<file path="src/rtl/btn_debouncer.sv">
// ============================================================================
//  Module      : btn_debouncer
//  Description : Per-button bounce filter feeding the edge detector. Optional
//                2-flop input synchroniser enabled by BTN_DEBOUNCER_SYNC_EN.
//  Revision    : 1.0 - initial release
// ============================================================================
`default_nettype none

module btn_debouncer #(
    parameter int N_BTN         = 4,
    parameter int STABLE_CYCLES = 1000000
) (
    input  logic             clk,
    input  logic             rst,
    input  logic [N_BTN-1:0] btn_raw,
    output logic [N_BTN-1:0] btn_clean,
    output logic [N_BTN-1:0] btn_busy
);

    localparam int CW = $clog2(STABLE_CYCLES + 1);
    localparam logic [CW-1:0] c_LAST = CW'(STABLE_CYCLES - 1);

    typedef enum logic [0:0] {
        ST_STABLE = 1'b0,
        ST_CHECK  = 1'b1
    } state_t;

    logic [N_BTN-1:0] w_s;

`ifdef BTN_DEBOUNCER_SYNC_EN
    logic [N_BTN-1:0] r_sync1;
    logic [N_BTN-1:0] r_sync2;

    always_ff @(posedge clk) begin
        if (rst) begin
            r_sync1 <= '0;
            r_sync2 <= '0;
        end else begin
            r_sync1 <= btn_raw;
            r_sync2 <= r_sync1;
        end
    end

    assign w_s = r_sync2;
`else
    assign w_s = btn_raw;
`endif

    for (genvar i = 0; i < N_BTN; i++) begin : g_btn
        state_t        r_state;
        logic [CW-1:0] r_cnt;
        logic          r_clean;

        // Any sample equal to the accepted level restarts qualification.
        always_ff @(posedge clk) begin
            if (rst) begin
                r_state <= ST_STABLE;
                r_cnt   <= '0;
                r_clean <= 1'b0;
            end else if (w_s[i] == r_clean) begin
                r_state <= ST_STABLE;
                r_cnt   <= '0;
            end else if (r_cnt == c_LAST) begin
                r_state <= ST_STABLE;
                r_cnt   <= '0;
                r_clean <= w_s[i];
            end else begin
                r_state <= ST_CHECK;
                r_cnt   <= r_cnt + CW'(1);
            end
        end

        assign btn_clean[i] = r_clean;
        assign btn_busy[i]  = (r_state == ST_CHECK);
    end

endmodule

`default_nettype wire

</file>
<file path="config.mk">
export PLATFORM = sky130hd
export DESIGN_NAME = btn_debouncer
export DESIGN_NICKNAME = d
export VERILOG_FILES = /design/src/rtl/btn_debouncer.sv
export SDC_FILE = /design/constraint.sdc
export NUM_CORES = 1
export LEC_CHECK = 0
export CAP_MARGIN = 25
export CORE_AREA = 2 2 119 121
export DETAILED_ROUTE_END_ITERATION = 6
export DIE_AREA = 0 0 121 123
export REMOVE_ABC_BUFFERS = 1
export SKIP_LAST_GASP = 1
export SLEW_MARGIN = 20
export SYNTH_ARGS = -nofsm -noshare
export SYNTH_HDL_FRONTEND = slang
export SYNTH_SLANG_ARGS = --single-unit
</file>
<file path="constraint.sdc">
create_clock -name clk -period 2.6 [get_ports clk]
set_input_delay 0.52 -clock clk [delete_from_list [all_inputs] [get_ports clk]]
set_output_delay 0.52 -clock clk [all_outputs]
set_load 0.05 [all_outputs]
</file>
; Yosys cells after proc, flatten, opt, wreduce, memory -nomap -nowiden
; Cells that the tools add are included.
[op_classes]
addsub = 4
eq_ne = 8
muxes = 4
bitwise_logic = 4
n_reduce_logical = 12
[op_table]
columns = operator, count
row1 = $add 20x1->20 const B, 4
row2 = $eq 20x20->1 const B, 4
row3 = $reduce_or 3->1, 4
row4 = $reduce_and 2->1, 4
row5 = $reduce_or 2->1, 4
row6 = $eq 1x1->1, 4
row7 = $mux 1, 4
row8 = $not 1->1, 4
[totals]
register_bits = 88
in_bits = 6
output_inout_bits = 8

; Depth between registers and ports, before layout
[logic_depth]
word_depth = 3
mapped_depth = 7
depth_no_buf = 5

; Least setup slack after synthesis
; Ideal clock, no wire load.
[synth_path]
path_type = register -> register
from = register g_btn[2].r_cnt[0]
to = register g_btn[2].r_clean
arrival_ps = 1747
required_time_ps = 2530
path_slack_ps = 782
stages_incl_launch_ff = 6
path_buffers = 0
cell_sequence = dfxtp_1 -> ha_1 -> nand3_1 -> or4_1 -> or3_1 -> a21oi_1
[synth_between]
elab_chain_len = 2
[synth_rtl]
columns = item, line_no
row1 = start: declaration, 51  ; logic [CW-1:0] r_cnt;
row2 = start signal: assignment, 69  ; r_cnt <= r_cnt + CW'(1);
row3 = $eq 20x20->1, 63  ; end else if (r_cnt == c_LAST) begin
row4 = $reduce_and 2->1 (no source line), --
row5 = end signal: assignment, 66  ; r_clean <= w_s[i];
row6 = end: declaration, 52  ; logic r_clean;
; Every way passes these cells.
; A chain may end at the register's enable or synchronous reset.

; Worst setup path after layout
[layout_path]
from = register g_btn[1].r_clean
to = output btn_clean[1]
[layout_lines]
columns = item, line_no
row1 = start: declaration, 52
row2 = start signal: assignment, 66
row3 = end: declaration, 16  ; output logic [N_BTN-1:0] btn_clean,
; No word-level cell between the ends.

==> run metrics <==
status complete, no violations; setup TNS 0 ns; detailed placer's ending HPWL 5132 um; CP cell instances clkdlybuf4s50_1; Area growth syn-to-layout 14.29%; Critical Path Sink Type primary output; Final Setup Violations 0; WS Path Type reg -> out; # nets final 481; Post-Syn Area 3976 sq um; slowest stage delay, CP 0.84 ns; RSZ-0062 raised after global routing no; met3 GRT Util 0.02214; routing usage on met2 0.1819; total gr overflow 0; crit path DAT 1.53 ns; initial core utilization 0.2921; H-tree levels 3; data required time of the worst path 2.08 ns; min Tclk post-route 2.052 ns; Detailed Route WL 7246 um; Pins Over Slew Limit 0; Die Width 121 um; relative slew slack 0.4035; largest net degree at the start of global routing 22; Final Hold Viols 0; Rows 43; clock-pin transition on the worst setup and hold timing paths 0.06 ns; first-pass GRT wire length 13050 um; # hold bufs at CTS 0; # DRC 0; WP buf/inv 1; clock root cell clkbuf_16; Final ANT Viol Nets 0; Worst path top cell family by delay buffers and inverters; register area share after synthesis 0.4430; FF+latch count, synth 88; yosys warns 0; routed length per instance 11.05 um; vias per cell 4.805; CTS sink count 88; Die H 123 um; core area 13610 sq um; via count 3152; Post-CTS Resized 0; clock skew 0.005447 ns; Hold Crit Class reg -> reg; CTS tree yes; max cap viols 0; initial antenna violation count 0; clk_lat worst skew 0.33 ns; CP Max Fanout 3; Max rail drop VDD 256.0 uV; library cells used by synthesis 39; met1 usage 0.1291; Tcrit/Tclk final 0.7892; slew of the pin with the lowest slew margin 0.8866 ns; gpl congestion 0.8057; DIE AREA 14880 sq um; IO Count 14; PwrDens 599.2 nW/um^2; # diodes 0; CP startpoint kind flip-flop; Avg Cell Area, Syn 8.551 sq um; IO buf count 13; clock buffer depth 2; Synth Instances 465; Post-CTS Setup Bufs 0; total track usage 0.1074; grt peak-use layer met2; Detailed Routing Iterations Pass 1 4; slowest CP cell clkdlybuf4s50_1; layout cells sized above 1 0.05882; Num CTS Buffers 9; Leak 1.376 nW; vias in the first global route 2996; DRT iter0 DRCs 161; maximum clock frequency 0.4873 GHz; total design power 2.723 mW
-- metal layers --
| layer | wire [um] | vias up |
|---|---|---|
| li1 | - | 1630 |
| met1 | 3442 | 1483 |
| met2 | 3494 | 30 |
| met3 | 179 | 9 |
| met4 | 129 | 0 |
| met5 | 0 | - |
-- synthesized netlist by cell type (all sizes together) --
cell / n / area share
a21bo: 1 / 0.0025
a21oi: 23 / 0.029
a31o: 1 / 0.0022
a41o: 1 / 0.0025
and2: 2 / 0.0031
and3: 8 / 0.013
and4: 4 / 0.0088
buf: 10 / 0.018
clkbuf: 12 / 0.012
dfxtp: 88 / 0.44
ha: 4 / 0.013
inv: 23 / 0.022
nand2: 23 / 0.022
nand3: 26 / 0.034
nand3b: 1 / 0.0019
nand4: 18 / 0.031
nand4b: 5 / 0.011
nor2: 69 / 0.065
nor3: 16 / 0.020
nor3b: 1 / 0.0019
nor4: 10 / 0.016
nor4b: 6 / 0.013
nor4bb: 2 / 0.0050
o21a: 2 / 0.0038
o21ai: 19 / 0.024
o21ba: 2 / 0.0050
o31ai: 5 / 0.0094
or2: 2 / 0.0031
or3: 16 / 0.025
or3b: 2 / 0.0044
or4: 8 / 0.015
xnor2: 39 / 0.086
xor2: 16 / 0.035
-- cell type report --
cell class                 instances  area (sq um)
clock buffer                      12         246.5
clock inverter                     4         52.55
fill                            1399          9067
inverter                          23         86.33
multi-input combinational        332          2012
sequential                        88          1762
tap                              180         225.2
timing repair buffer              17         160.2
-- layout by cell type, fill, tap and decap left out, types with 5 or more instances in the layout --
cell             count
or4_1                8
o21ai_0             15
clkbuf_16            9
nor3_1              16
dfxtp_1             88
xnor2_1             39
nand3_1             25
nand4_1             16
nor2_1              69
or3_1               15
nor4_1              10
and3_1               8
nand4b_1             5
xor2_1              16
inv_1               23
nor4b_1              6
o31ai_1              5
nand2_1             23
clkdlybuf4s50_1     13
a21oi_1             23
-- cells by family after synthesis --
logic type,synth area share
simple gates,0.2939
fa+ha+maj,0.01259
flops,0.4430
buf+inv,0.05097
compound gates,0.07835
xor+xnor,0.1211
-- worst paths after layout --
| kind | depth (start not counted) | startpoint | slack (ns) | endpoint |
|---|---|---|---|---|
| worst min register to register | 1 | g_btn[1].r_cnt[0] | 0.47 | g_btn[1].r_cnt[0] |
| worst min-delay path | 1 | g_btn[1].r_cnt[0] | 0.47 | g_btn[1].r_cnt[0] |
| worst max register to register | 5 | g_btn[1].r_cnt[0] | 0.58 | g_btn[1].r_cnt[18] |
| worst max-delay path | 1 | g_btn[1].r_clean | 0.55 | btn_clean[1] |
-- flip-flops by register name (all words and copies together), names as in the netlist --
register and count:
g_btn.r_cnt 80, g_btn.r_state 4, g_btn.r_clean 4
-- power breakdown --
| group | leakage, nW | total, mW | switching (mW) | internal (mW) |
|---|---|---|---|---|
| registers | 0.711 | 1.36 | 0.00725 | 1.36 |
| logic | 0.518 | 0.0718 | 0.0463 | 0.0256 |
| clock network | 0.147 | 1.29 | 0.511 | 0.775 |
| total | 1.38 | 2.72 | 0.565 | 2.16 |
-- metrics by stage --
| stage | worst slack (ns) | instances | area, sq um | util | hold WS, ns |
|---|---|---|---|---|---|
| detailed placement | 0.5794 | 640 | 4245 | 0.3119 | 0.4515 |
| global placement | 0.6272 | 640 | 4245 | 0.3119 | 0.4409 |
| CTS | 0.5068 | 656 | 4544 | 0.3339 | 0.4699 |
| floorplan | 0.2872 | 443 | 3860 | - | 0.4295 |
| finish | 0.5480 | 656 | 4544 | 0.3339 | 0.4673 |
| global route | 0.3936 | 656 | 4544 | 0.3339 | 0.4810 |
Note: power is estimated with default switching activity, not from simulation.
